### config.mk
export PLATFORM = sky130hd
export DESIGN_NAME = mc_control_fsm_flat
export DESIGN_NICKNAME = d
export VERILOG_FILES = /design/src/rtl/mc_control_fsm_if.sv /design/src/rtl/mc_control_fsm.sv /design/src/flat_wrapper.sv
export SDC_FILE = /design/constraint.sdc
export NUM_CORES = 1
export LEC_CHECK = 0
export ABC_CLOCK_PERIOD_IN_PS = 2500
export BUFFER_PORTS_ARGS = -buffer_cell sky130_fd_sc_hd__buf_2
export CAP_MARGIN = 20
export CORE_UTILIZATION = 39
export CTS_CLUSTER_DIAMETER = 50
export DETAILED_ROUTE_END_ITERATION = 8
export MAX_ROUTING_LAYER = met4
export SLEW_MARGIN = 20
export SYNTH_ARGS = -nofsm -noshare
export SYNTH_HDL_FRONTEND = slang
export SYNTH_SLANG_ARGS = --single-unit
### constraint.sdc
create_clock -name clk -period 2.5 [get_ports clk]
set_input_delay 0.125 -clock clk [delete_from_list [all_inputs] [get_ports clk]]
set_output_delay 0.125 -clock clk [all_outputs]
set_load 0.005 [all_outputs]
### src/rtl/mc_control_fsm_if.sv
// Control-unit handshake bundle: IR opcode and ALU flags in,
// datapath enables and mux selects out.
interface mc_control_fsm_if;
  logic [6:0] opcode;
  logic       bcond;
  logic       halt_req;
  logic       pc_write_en;
  logic       pc_source;
  logic       i_or_d;
  logic       mem_read;
  logic       mem_write;
  logic       ir_write;
  logic       mdr_write;
  logic       alu_out_reg_write;
  logic       alu_src_a;
  logic [1:0] alu_src_b;
  logic [1:0] alu_op;
  logic       reg_write;
  logic [1:0] wb_sel;
  logic       is_halted;

  modport master (
    output opcode, bcond, halt_req,
    input  pc_write_en, pc_source, i_or_d,
    input  mem_read, mem_write, ir_write,
    input  mdr_write, alu_out_reg_write,
    input  alu_src_a, alu_src_b, alu_op,
    input  reg_write, wb_sel, is_halted
  );

  modport slave (
    input  opcode, bcond, halt_req,
    output pc_write_en, pc_source, i_or_d,
    output mem_read, mem_write, ir_write,
    output mdr_write, alu_out_reg_write,
    output alu_src_a, alu_src_b, alu_op,
    output reg_write, wb_sel, is_halted
  );
endinterface

### src/rtl/mc_control_fsm.sv
// RV32I multi-cycle control FSM (IF/ID/EX/WB sequencing).
// Optional MC_CTRL_STATS_EN adds cycle_count and retired_count.
module mc_control_fsm #(
  parameter int MEM_LATENCY = 1
) (
  input logic clk,
  input logic reset,
  mc_control_fsm_if.slave ctl
`ifdef MC_CTRL_STATS_EN
  ,
  output logic [31:0] retired_count,
  output logic [31:0] cycle_count
`endif
);

  localparam logic [6:0] OP_R    = 7'b0110011;
  localparam logic [6:0] OP_I    = 7'b0010011;
  localparam logic [6:0] OP_LD   = 7'b0000011;
  localparam logic [6:0] OP_ST   = 7'b0100011;
  localparam logic [6:0] OP_BR   = 7'b1100011;
  localparam logic [6:0] OP_JAL  = 7'b1101111;
  localparam logic [6:0] OP_JALR = 7'b1100111;
  localparam logic [6:0] OP_SYS  = 7'b1110011;
  localparam logic [3:0] LAST    = 4'(MEM_LATENCY - 1);

  typedef enum logic [3:0] {
    S_IF, S_ID, S_EX_R, S_EX_I,
    S_EX_LD, S_WB_LD, S_EX_ST,
    S_EX_BR1, S_EX_BR2, S_EX_JAL,
    S_EX_JALR, S_EX_NOP, S_HALT
  } state_t;

  state_t     state;
  state_t     nxt;
  logic [3:0] cnt;
  logic       last;

  assign last = (cnt == LAST);

  always_comb begin
    nxt = state;
    unique case (state)
      S_IF:     if (last) nxt = S_ID;
      S_ID: begin
        unique case (1'b1)
          (ctl.opcode == OP_R):    nxt = S_EX_R;
          (ctl.opcode == OP_I):    nxt = S_EX_I;
          (ctl.opcode == OP_LD):   nxt = S_EX_LD;
          (ctl.opcode == OP_ST):   nxt = S_EX_ST;
          (ctl.opcode == OP_BR):   nxt = S_EX_BR1;
          (ctl.opcode == OP_JAL):  nxt = S_EX_JAL;
          (ctl.opcode == OP_JALR): nxt = S_EX_JALR;
          (ctl.opcode == OP_SYS):
            nxt = ctl.halt_req ? S_HALT : S_EX_NOP;
          default:                 nxt = S_EX_NOP;
        endcase
      end
      S_EX_LD:  if (last) nxt = S_WB_LD;
      S_EX_ST:  if (last) nxt = S_IF;
      S_EX_BR1: nxt = ctl.bcond ? S_EX_BR2 : S_IF;
      S_HALT:   nxt = S_HALT;
      default:  nxt = S_IF;
    endcase
  end

  always_ff @(posedge clk) begin
    if (!reset) begin
      state <= S_IF;
      cnt   <= '0;
    end else begin
      state <= nxt;
      if (nxt != state)
        cnt <= '0;
      else if (state != S_HALT)
        cnt <= cnt + 4'd1;
    end
  end

  // Outputs held low while reset is asserted so an abandoned access
  // never fires an enable in the reset cycle.
  always_comb begin
    ctl.pc_write_en       = 1'b0;
    ctl.pc_source         = 1'b0;
    ctl.i_or_d            = 1'b0;
    ctl.mem_read          = 1'b0;
    ctl.mem_write         = 1'b0;
    ctl.ir_write          = 1'b0;
    ctl.mdr_write         = 1'b0;
    ctl.alu_out_reg_write = 1'b0;
    ctl.alu_src_a         = 1'b0;
    ctl.alu_src_b         = 2'b00;
    ctl.alu_op            = 2'b00;
    ctl.reg_write         = 1'b0;
    ctl.wb_sel            = 2'b00;
    ctl.is_halted         = 1'b0;
    if (reset) begin
      unique case (state)
        S_IF: begin
          ctl.mem_read          = 1'b1;
          ctl.alu_src_b         = 2'b01;
          ctl.ir_write          = last;
          ctl.alu_out_reg_write = last;
        end
        S_EX_R, S_EX_I: begin
          ctl.alu_src_a   = 1'b1;
          ctl.alu_src_b   = (state == S_EX_I) ? 2'b10 : 2'b00;
          ctl.alu_op      = 2'b10;
          ctl.reg_write   = 1'b1;
          ctl.pc_write_en = 1'b1;
        end
        S_EX_LD: begin
          ctl.alu_src_a = 1'b1;
          ctl.alu_src_b = 2'b10;
          ctl.i_or_d    = 1'b1;
          ctl.mem_read  = 1'b1;
          ctl.mdr_write = last;
        end
        S_WB_LD: begin
          ctl.reg_write   = 1'b1;
          ctl.wb_sel      = 2'b01;
          ctl.pc_write_en = 1'b1;
        end
        S_EX_ST: begin
          ctl.alu_src_a   = 1'b1;
          ctl.alu_src_b   = 2'b10;
          ctl.i_or_d      = 1'b1;
          ctl.mem_write   = 1'b1;
          ctl.pc_write_en = last;
        end
        S_EX_BR1: begin
          ctl.alu_src_a   = 1'b1;
          ctl.alu_op      = 2'b01;
          ctl.pc_write_en = ~ctl.bcond;
        end
        S_EX_BR2: begin
          ctl.alu_src_b   = 2'b10;
          ctl.pc_source   = 1'b1;
          ctl.pc_write_en = 1'b1;
        end
        S_EX_JAL, S_EX_JALR: begin
          ctl.alu_src_a   = (state == S_EX_JALR);
          ctl.alu_src_b   = 2'b10;
          ctl.reg_write   = 1'b1;
          ctl.wb_sel      = 2'b10;
          ctl.pc_source   = 1'b1;
          ctl.pc_write_en = 1'b1;
        end
        S_EX_NOP: ctl.pc_write_en = 1'b1;
        S_HALT:   ctl.is_halted   = 1'b1;
        default: ;
      endcase
    end
  end

`ifdef MC_CTRL_STATS_EN
  logic retire;

  assign retire = (nxt == S_IF && state != S_IF) ||
                  (nxt == S_HALT && state != S_HALT);

  always_ff @(posedge clk) begin
    if (!reset) begin
      cycle_count   <= '0;
      retired_count <= '0;
    end else begin
      if (state != S_HALT)
        cycle_count <= cycle_count + 32'd1;
      if (retire)
        retired_count <= retired_count + 32'd1;
    end
  end
`endif

endmodule
### src/flat_wrapper.sv
// flat-port wrapper written by rule: the top's interface ports become plain ports
module mc_control_fsm_flat 
#(
  parameter int MEM_LATENCY = 1
)
  (clk, reset, ctl_opcode, ctl_bcond, ctl_halt_req, ctl_pc_write_en, ctl_pc_source, ctl_i_or_d, ctl_mem_read, ctl_mem_write, ctl_ir_write, ctl_mdr_write, ctl_alu_out_reg_write, ctl_alu_src_a, ctl_alu_src_b, ctl_alu_op, ctl_reg_write, ctl_wb_sel, ctl_is_halted);
  mc_control_fsm_if ctl_i ();
  input logic clk;
  input logic reset;
  input wire logic [$bits(ctl_i.opcode)-1:0] ctl_opcode;
  input wire logic [$bits(ctl_i.bcond)-1:0] ctl_bcond;
  input wire logic [$bits(ctl_i.halt_req)-1:0] ctl_halt_req;
  output wire logic [$bits(ctl_i.pc_write_en)-1:0] ctl_pc_write_en;
  output wire logic [$bits(ctl_i.pc_source)-1:0] ctl_pc_source;
  output wire logic [$bits(ctl_i.i_or_d)-1:0] ctl_i_or_d;
  output wire logic [$bits(ctl_i.mem_read)-1:0] ctl_mem_read;
  output wire logic [$bits(ctl_i.mem_write)-1:0] ctl_mem_write;
  output wire logic [$bits(ctl_i.ir_write)-1:0] ctl_ir_write;
  output wire logic [$bits(ctl_i.mdr_write)-1:0] ctl_mdr_write;
  output wire logic [$bits(ctl_i.alu_out_reg_write)-1:0] ctl_alu_out_reg_write;
  output wire logic [$bits(ctl_i.alu_src_a)-1:0] ctl_alu_src_a;
  output wire logic [$bits(ctl_i.alu_src_b)-1:0] ctl_alu_src_b;
  output wire logic [$bits(ctl_i.alu_op)-1:0] ctl_alu_op;
  output wire logic [$bits(ctl_i.reg_write)-1:0] ctl_reg_write;
  output wire logic [$bits(ctl_i.wb_sel)-1:0] ctl_wb_sel;
  output wire logic [$bits(ctl_i.is_halted)-1:0] ctl_is_halted;
  assign ctl_i.opcode = ctl_opcode;
  assign ctl_i.bcond = ctl_bcond;
  assign ctl_i.halt_req = ctl_halt_req;
  assign ctl_pc_write_en = ctl_i.pc_write_en;
  assign ctl_pc_source = ctl_i.pc_source;
  assign ctl_i_or_d = ctl_i.i_or_d;
  assign ctl_mem_read = ctl_i.mem_read;
  assign ctl_mem_write = ctl_i.mem_write;
  assign ctl_ir_write = ctl_i.ir_write;
  assign ctl_mdr_write = ctl_i.mdr_write;
  assign ctl_alu_out_reg_write = ctl_i.alu_out_reg_write;
  assign ctl_alu_src_a = ctl_i.alu_src_a;
  assign ctl_alu_src_b = ctl_i.alu_src_b;
  assign ctl_alu_op = ctl_i.alu_op;
  assign ctl_reg_write = ctl_i.reg_write;
  assign ctl_wb_sel = ctl_i.wb_sel;
  assign ctl_is_halted = ctl_i.is_halted;
  mc_control_fsm #(.MEM_LATENCY(MEM_LATENCY)) u_core (.clk(clk), .reset(reset), .ctl(ctl_i));
endmodule
==> flow_metrics.py, run 1 <==
metrics = {
    "layout": {
        "fillers": 190,
        "regArea_um2": 160,
        "synthToLayoutAreaGrowth_pct": 20.2,
        "n_antenna_cell": 0,
        "multiInputGateArea_um2": 613,
        "drive_above_1_share": 0.262,
        "nets": 160,
    },
    "sta": {
        "tightestPinTransition_ns": 0.822,
        "clock.fmax_ghz": 0.442,
        "setup_violations": 0,
        "fin_skew_ns": 0.00192,
        "rsz0062_at_grt": "no",
        "slew_headroom": 0.451,
        "setup_tns_ns": 0,
        "final-hold-violation-count": 0,
        "period_share": 0.906,
        "finalCriticalPeriod_ns": 2.26,
        "slew_viol_final": 0,
        "timing.final.ws_setup_ns": 0.236,
    },
    "yosys": {
        "ys_warn_count": 0,
        "synth-compound-area-share": 0.260,
        "syn_area_um2": 837,
        "syn_area_per_cell_um2": 6.98,
        "muxShareOfSynthArea": 0.0135,
        "ys_seq_area_frac": 0.191,
        "synth-simple-area-share": 0.377,
        "synth_top_family_by_area": "simple AND/OR/NAND/NOR gates",
        "syn_nets": 133,
        "synth-seq-cells": 8,
        "syn-instance-count": 120,
        "yosys.area_share.adder": 0.0299,
        "synthDistinctLibCells": 39,
        "synthXorXnorAreaFrac": 0.0523,
    },
    "critical_path": {
        "r2r-end": "u_core.cnt[0]",
        "critPathCaptureType": "primary output",
        "crit_type": "reg2out",
        "cp_max_fo": 7,
        "crit_required_ns": 2.38,
        "r2r-start": "u_core.cnt[0]",
        "endpoint": "ctl_pc_write_en",
        "r2r_cells": 7,
        "start_kind": "flip-flop",
        "r2r_slack_ns": 0.47,
        "startpoint": "u_core.cnt[0]",
        "critPathArrivalTime_ns": 2.14,
    },
    "pwr": {
        "p_int_mw": 0.378,
        "peakVddDrop_mv": 0.338,
        "p_per_area_nw_per_um2": 687,
        "p_sw_mw": 0.313,
        "comb_power_share": 0.548,
        "p_clk_frac": 0.143,
        "swShare": 0.453,
        "seqPwrFrac": 0.309,
        "power_leakage_nw": 0.453,
    },
    "clock_tree": {
        "cts_tree": "done",
        "root_buffer": "clkbuf_4",
        "clkLatencyLatePin_ns": 0.25,
        "cts.path.max_buffers": 2,
        "postCtsSetupRepairBufs": 0,
        "cts.sinks": 8,
        "path_clk_slew_ns": 0.05,
        "postCtsHoldBufs": 0,
        "htreeDepth": 1,
        "cts_repair_resize_count": 0,
        "numCtsBuffers": 3,
    },
    "place": {
        "dp_worst_setup_slack_ns": 0.460,
        "globalplace.congestion": 0.790,
        "port_buffers": 27,
        "dpl.hpwl_um": 1580,
    },
    "floorplanning": {
        "die_h_um": 48.3,
        "fp.coreArea_um2": 1980,
        "fp-row-count": 16,
        "dieArea_um2": 2340,
        "start_util": 0.422,
        "ios": 28,
        "die_x_um": 48.3,
    },
    "detailed_routing": {
        "drt_pass1_iterations": 4,
        "dr_total_vias": 913,
        "wl_um": 2030,
        "wl_per_cell_um": 11.8,
        "drc": 0,
        "drtAntennaViolNets": 0,
        "vias_per_cell": 5.31,
        "drt_iter0_drc": 21,
    },
    "grt": {
        "grt_pass1_wl_um": 3570,
        "grt_max_degree": 18,
        "grtUsageTotal": 0.193,
        "grt_pass1_vias": 824,
        "antenna_found_initial": 0,
        "overflow": 0,
    },
    "status": {
        "outcome": "complete, no violations",
    },
    "hold_path": {
        "hold_class": "in2reg",
    },
    "flow_run": {
        "cap_violations": 0,
    },
}
-- registers in the layout, summed over array words and instances (netlist names) --
signal,count
u_core.cnt,4
u_core.state,4
-- metal layers --
layer,global-route usage,share of wire
met2,0.315,0.46
met3,0.0314,0.054
met1,0.250,0.49
met5,-,0
met4,0.0441,0
-- placed cells by master, fill, tap and decap left out --
cell type / count
buf_2: 27
nor2_1: 17
nand2_1: 10
o21ai_0: 8
dfxtp_1: 8
inv_1: 7
nor3_1: 7
a21oi_1: 5
nand2b_1: 4
nand3_1: 4
nor2b_1: 3
xor2_1: 3
and3_1: 3
o21a_1: 3
clkbuf_4: 3
o22a_1: 2
nor3b_1: 2
xnor2_1: 2
a21boi_0: 2
o22ai_1: 2
nand4_1: 2
or2_2: 2
ha_1: 2
buf_4: 2
nor4b_1: 1
mux2_2: 1
a211oi_1: 1
nand4bb_1: 1
o2bb2ai_1: 1
and2_1: 1
a21o_1: 1
o211a_1: 1
or3_1: 1
or4b_4: 1
a2111oi_4: 1
a311oi_1: 1
nand3_2: 1
a31oi_1: 1
o32ai_1: 1
-- cell families (layout without fill, tap and decap cells) --
group	count (synthesis)	count (layout)
and+or+nand+nor	60	60
AOI/OAI and AO/OA	30	30
muxes	1	1
DFF	8	8
adders and majority gates	2	2
xor gates and xnor gates	5	5
buffers and inverters	14	39
-- cells in the mapped netlist --
library cell  instances  share of area
a2111oi_4             1          0.033
a211oi_1              1         0.0090
a21boi_0              2          0.018
a21o_1                1         0.0090
a21oi_1               5          0.030
a311oi_1              1          0.010
a31oi_1               1         0.0075
and2_1                1         0.0075
and3_1                3          0.022
buf_4                 1         0.0090
buf_6                 1          0.013
clkbuf_1              5          0.022
dfxtp_1               8           0.19
ha_1                  2          0.030
inv_1                 7          0.031
mux2_2                1          0.013
nand2_1              10          0.045
nand2b_1              4          0.030
nand3_1               4          0.024
nand3_2               1          0.012
nand4_1               2          0.015
nand4bb_1             1          0.013
nor2_1               17          0.076
nor2b_1               3          0.022
nor3_1                7          0.042
nor3b_1               2          0.018
nor4b_1               1          0.010
o211a_1               1          0.012
o21a_1                3          0.027
o21ai_0               8          0.048
o22a_1                2          0.021
o22ai_1               2          0.015
o2bb2ai_1             1          0.010
o32ai_1               1          0.010
or2_2                 2          0.015
or3_1                 1         0.0075
or4b_4                1          0.016
xnor2_1               2          0.021
xor2_1                3          0.031
-- layout make-up --
cell class              count  area share
clock buffers               3      0.0224
inverters                   7      0.0261
multi-input cells          98       0.609
flip-flops and latches      8       0.159
well taps                  27      0.0336
repair buffers             29       0.149
-- power groups by stage --
stage               sequential [mW]  combinational [mW]  clock [mW]
floorplan                     0.177               0.315           0
global placement              0.211               0.381           0
detailed placement            0.214               0.379           0
CTS                           0.211               0.382       0.102
global route                  0.222               0.420       0.110
finish                        0.213               0.379      0.0987
-- worst min-delay path by stage --
stage,cells past startpoint,end,from
3_3_place_gp,2,u_core.state[3],reset
2_1_floorplan,1,u_core.state[3],reset
3_5_place_dp,2,u_core.state[3],reset
5_1_grt,2,u_core.state[3],reset
6_report,2,u_core.state[3],reset
4_1_cts,2,u_core.state[3],reset
-- per-stage QoR --
stage	hold WS, ns	total power, mW	cells	util	instance area (µm²)
6_report	0.186	0.691	172	0.508	1010
3_5_place_dp	0.439	0.593	169	0.496	983
5_1_grt	0.198	0.752	172	0.508	1010
4_1_cts	0.178	0.695	172	0.508	1010
3_3_place_gp	0.440	0.593	169	0.496	983
2_1_floorplan	0.247	0.492	120	-	837
-- critical path, cell delays in order (launching register included) --
cell	delay, ns
dfxtp_1	0.35
inv_1	0.07
ha_1	0.14
nor3b_1	0.68
o21ai_0	0.16
o21a_1	0.20
nor3_1	0.16
buf_2	0.14
Note: power is estimated with default switching activity, not from simulation.
==> run 2, diff against run 1 <==
--- a/config.mk
+++ b/config.mk
@@ -12,6 +12,7 @@
 export CTS_CLUSTER_DIAMETER = 50
 export DETAILED_ROUTE_END_ITERATION = 8
 export MAX_ROUTING_LAYER = met4
+export RECOVER_POWER = 100
 export SLEW_MARGIN = 20
 export SYNTH_ARGS = -nofsm -noshare
 export SYNTH_HDL_FRONTEND = slang
==> run 2 against run 1 <==
Effect of this change:
- first-iteration DRC count is 9.5% lower
- utilization shrank 0.76 points
- clock-buffer cell count unchanged
- hold slack hardly changed
- clock skew about the same
- die area is the same
- cell area fell by 1.5%
- fmax up 0.11%
==> flow_metrics.py, run 2 (synthesized netlist as in run 1, its figures left out) <==
metrics = {
    "floorplanning": {
        "ios": 28,
        "dieArea_um2": 2340,
        "die_x_um": 48.3,
        "fp.coreArea_um2": 1980,
        "start_util": 0.422,
        "die_h_um": 48.3,
        "fp-row-count": 16,
    },
    "grt": {
        "grtUsageTotal": 0.193,
        "antenna_found_initial": 0,
        "grt_max_degree": 18,
        "overflow": 0,
        "grt_pass1_vias": 824,
        "grt_pass1_wl_um": 3570,
    },
    "sta": {
        "slew_headroom": 0.459,
        "slew_viol_final": 0,
        "setup_tns_ns": 0,
        "period_share": 0.905,
        "finalCriticalPeriod_ns": 2.26,
        "fin_skew_ns": 0.00230,
        "tightestPinTransition_ns": 0.810,
        "final-hold-violation-count": 0,
        "setup_violations": 0,
        "clock.fmax_ghz": 0.442,
        "rsz0062_at_grt": "no",
    },
    "pwr": {
        "p_per_area_nw_per_um2": 691,
        "power_leakage_nw": 0.407,
        "peakVddDrop_mv": 0.340,
    },
    "clock_tree": {
        "root_buffer": "clkbuf_4",
        "cts_tree": "done",
        "numCtsBuffers": 3,
        "postCtsHoldBufs": 0,
        "cts_repair_resize_count": 0,
        "cts.path.max_buffers": 2,
        "path_clk_slew_ns": 0.05,
        "htreeDepth": 1,
        "clkLatencyLatePin_ns": 0.25,
        "postCtsSetupRepairBufs": 0,
        "cts.sinks": 8,
    },
    "critical_path": {
        "crit_required_ns": 2.38,
        "cp_max_fo": 7,
        "crit_slowest_cell": "nor3b_1",
        "path_buf_inv": 2,
        "path_cells": "inv_1, ha_1, nor3b_1, o21ai_0, o21a_1, nor3_1, clkbuf_2",
        "slowest_delay_ns": 0.67,
        "critPathCaptureType": "primary output",
        "critPathArrivalTime_ns": 2.14,
        "crit_type": "reg2out",
        "start_kind": "flip-flop",
        "crit_family": "simple AND/OR/NAND/NOR gates",
    },
    "detailed_routing": {
        "drtAntennaViolNets": 0,
        "drc": 0,
        "wl_um": 2060,
        "drt_pass1_iterations": 4,
        "vias_per_cell": 5.32,
        "drt_iter0_drc": 19,
        "wl_per_cell_um": 12.0,
        "dr_total_vias": 915,
    },
    "place": {
        "globalplace.congestion": 0.790,
        "port_buffers": 27,
        "place_area_um2": 983,
        "dpl.hpwl_um": 1580,
    },
    "status": {
        "outcome": "complete, no violations",
    },
    "flow_run": {
        "cap_violations": 0,
    },
    "layout": {
        "final_cell_mix": "nor2_1, buf_2, nand2_1, clkbuf_1",
        "n_antenna_cell": 0,
        "stdcell_area_um2": 991,
        "drive_above_1_share": 0.193,
        "nets": 160,
        "reg_top3": "u_core.cnt x4, u_core.state x4",
        "final_common_cell": "nor2_1",
        "synthToLayoutAreaGrowth_pct": 18.4,
    },
    "hold_path": {
        "hold_class": "in2reg",
    },
}
-- run 2: cell types whose count changed in the layout (fill, tap and decap cells not counted), sizes merged --
cell,delta
clkbuf,+16
buf,-16
-- run 2: through the flow --
step | cells | setup slack, ns | power, mW | util | hold slack [ns]
6_report | 172 | 0.239 | 0.685 | 0.500 | 0.186
5_1_grt | 172 | 0.0571 | 0.747 | 0.500 | 0.198
4_1_cts | 172 | 0.216 | 0.695 | 0.508 | 0.178
3_5_place_dp | 169 | 0.460 | 0.593 | 0.496 | 0.439
3_3_place_gp | 169 | 0.431 | 0.593 | 0.496 | 0.440
2_1_floorplan | 120 | 0.778 | 0.492 | - | 0.247
-- run 2: report_power, final --
part	internal (mW)	total, mW	leakage, nW	switching (mW)
registers	0.152	0.213	0.0652	0.0610
logic	0.163	0.373	0.328	0.210
clock network	0.0549	0.0988	0.0138	0.0439
total	0.370	0.685	0.407	0.315
-- run 2: routing by layer --
| metal | share of wire | wire length (µm) | track usage |
|---|---|---|---|
| met5 | 0 | 0 | - |
| met2 | 0.47 | 964 | 0.315 |
| met4 | 0 | 0 | 0.0441 |
| met3 | 0.040 | 82 | 0.0314 |
| met1 | 0.49 | 1010 | 0.250 |
-- run 2: cell type report --
class	instances	area, µm²
repair buffers	29	135
inverters	7	26.3
multi-input cells	98	613
well taps	27	33.8
clock buffers	3	22.5
flip-flops and latches	8	160
fillers	198	991
-- run 2: worst paths after layout --
kind | start | to | slack, ns | cells after the start
min reg2reg | u_core.cnt[3] | u_core.cnt[3] | 0.57 | 2
max | u_core.cnt[0] | ctl_pc_write_en | 0.24 | 7
min | reset | u_core.state[3] | 0.19 | 2
max reg2reg | u_core.cnt[0] | u_core.cnt[0] | 0.48 | 7
==> run 3, diff against run 2 <==
--- a/config.mk
+++ b/config.mk
@@ -10,9 +10,10 @@
 export CAP_MARGIN = 20
 export CORE_UTILIZATION = 39
 export CTS_CLUSTER_DIAMETER = 50
+export CTS_CLUSTER_SIZE = 10
 export DETAILED_ROUTE_END_ITERATION = 8
 export MAX_ROUTING_LAYER = met4
-export RECOVER_POWER = 100
+export RECOVER_POWER = 25
 export SLEW_MARGIN = 20
 export SYNTH_ARGS = -nofsm -noshare
 export SYNTH_HDL_FRONTEND = slang
==> run 3 against run 2 <==
Effect of this change:
- clock power about the same
- critical path depth unchanged
- hold slack improved by 0.0012 ns
- non-clock buffer count unchanged
- register-to-register slack about the same
- fmax increased by 0.17%
- power increased by 0.78%
- first-iteration DRC count increased by 5.3%
- wire length decreased by 0.49%
- cell count unchanged
- global-route usage unchanged
- clock skew about the same
- critical endpoint unchanged
- largest cell class unchanged
==> flow_metrics.py, run 3 (synthesized netlist as in run 1, its figures left out) <==
metrics = {
    "status": {
        "outcome": "complete, no violations",
    },
    "grt": {
        "grt_pass1_wl_um": 3570,
        "grt_max_degree": 18,
        "grtUsageTotal": 0.193,
        "antenna_found_initial": 0,
        "overflow": 0,
        "grt_pass1_vias": 824,
    },
    "critical_path": {
        "cp_max_fo": 7,
        "crit_required_ns": 2.38,
        "r2r-start": "u_core.cnt[0]",
        "path_cells": "inv_1, ha_1, nor3b_1, o21ai_0, o21a_1, nor3_1, buf_2",
        "crit_type": "reg2out",
        "r2r_cells": 7,
        "slowest_delay_ns": 0.68,
        "crit_slowest_cell": "nor3b_1",
        "r2r-end": "u_core.cnt[0]",
        "path_buf_inv": 2,
        "crit_family": "simple AND/OR/NAND/NOR gates",
        "critPathArrivalTime_ns": 2.13,
        "r2r_slack_ns": 0.47,
        "critPathCaptureType": "primary output",
        "start_kind": "flip-flop",
    },
    "hold_path": {
        "hold_class": "in2reg",
        "holdPathStages": 2,
        "min_to": "u_core.state[3]",
        "min-delay-start": "reset",
    },
    "sta": {
        "clock.fmax_ghz": 0.443,
        "slew_headroom": 0.450,
        "tightestPinTransition_ns": 0.823,
        "setup_tns_ns": 0,
        "fin_skew_ns": 0.00228,
        "finalCriticalPeriod_ns": 2.26,
        "period_share": 0.903,
        "setup_violations": 0,
        "rsz0062_at_grt": "no",
        "final-hold-violation-count": 0,
        "slew_viol_final": 0,
    },
    "layout": {
        "n_antenna_cell": 0,
        "nets": 160,
        "multiInputGateArea_um2": 613,
        "final_cell_mix": "buf_2, nor2_1, nand2_1",
        "reg_top3": "u_core.cnt x4, u_core.state x4",
        "final_common_cell": "buf_2",
        "fillers": 192,
        "drive_above_1_share": 0.248,
        "regArea_um2": 160,
        "synthToLayoutAreaGrowth_pct": 19.9,
    },
    "clock_tree": {
        "cts_repair_resize_count": 0,
        "path_clk_slew_ns": 0.05,
        "htreeDepth": 1,
        "cts.sinks": 8,
        "root_buffer": "clkbuf_4",
        "clkLatencyLatePin_ns": 0.25,
        "postCtsSetupRepairBufs": 0,
        "postCtsHoldBufs": 0,
        "numCtsBuffers": 3,
        "cts_tree": "done",
        "cts.path.max_buffers": 2,
    },
    "detailed_routing": {
        "wl_um": 2050,
        "drt_pass1_iterations": 4,
        "wl_per_cell_um": 11.9,
        "drc": 0,
        "drtAntennaViolNets": 0,
        "vias_per_cell": 5.33,
        "drt_iter0_drc": 20,
        "dr_total_vias": 916,
    },
    "flow_run": {
        "cap_violations": 0,
    },
    "floorplanning": {
        "die_h_um": 48.3,
        "start_util": 0.422,
        "ios": 28,
        "fp.coreArea_um2": 1980,
        "die_x_um": 48.3,
        "fp-row-count": 16,
        "dieArea_um2": 2340,
    },
    "pwr": {
        "p_per_area_nw_per_um2": 688,
        "peakVddDrop_mv": 0.340,
        "power_leakage_nw": 0.443,
        "p_total_mw": 0.690,
    },
    "place": {
        "dpl.hpwl_um": 1580,
        "port_buffers": 27,
        "globalplace.congestion": 0.790,
    },
}
run 3: changes by cell type in the layout (fill, tap and decap cells not counted), sizes merged:
| cell | previous run | this run |
|---|---|---|
| clkbuf | 19 | 7 |
| buf | 13 | 25 |
run 3: worst register-to-register path, stage by stage, from the launching register on:
cell and delay (ns):
dfxtp_1 0.35, inv_1 0.07, ha_1 0.14, nor3b_1 0.68, o21a_1 0.19, o22ai_1 0.08
a21oi_1 0.31, nor3_1 0.10
run 3: layer usage:
metal | global-route usage | wire [µm]
met5 | - | 0
met4 | 0.0441 | 0
met3 | 0.0314 | 93
met2 | 0.315 | 962
met1 | 0.250 | 994
run 3: through the flow:
stage,area [µm²],hold WS (ns),worst slack [ns],instances,utilization
2_1_floorplan,837,0.247,0.778,120,-
3_3_place_gp,983,0.440,0.431,169,0.496
3_5_place_dp,983,0.439,0.460,169,0.496
4_1_cts,1010,0.178,0.216,172,0.508
5_1_grt,1000,0.198,0.0674,172,0.506
6_report,1000,0.187,0.242,172,0.506
run 3: worst max path at each step:
stage                  startpoint               to  slack, ns  cells past startpoint
floorplan           u_core.cnt[0]    u_core.cnt[0]       0.78                      7
global placement    u_core.cnt[0]    u_core.cnt[1]       0.43                      7
detailed placement  u_core.cnt[0]    u_core.cnt[1]       0.46                      7
CTS                 u_core.cnt[0]  ctl_pc_write_en       0.22                      7
global route        u_core.cnt[0]  ctl_pc_write_en       0.07                      7
finish              u_core.cnt[0]  ctl_pc_write_en       0.24                      7
run 3: layout make-up:
cell class | instances | share of cell area
timing repair buffer | 29 | 0.147
tap | 27 | 0.0337
clock buffer | 3 | 0.0224
inverter | 7 | 0.0262
sequential | 8 | 0.160
multi-input combinational | 98 | 0.611
run 3: where the power goes:
part	total (mW)	internal (mW)	switching, mW	leakage, nW
clock	0.0989	0.0550	0.0440	0.0138
sequential	0.214	0.152	0.0616	0.0652
combinational	0.377	0.169	0.209	0.364
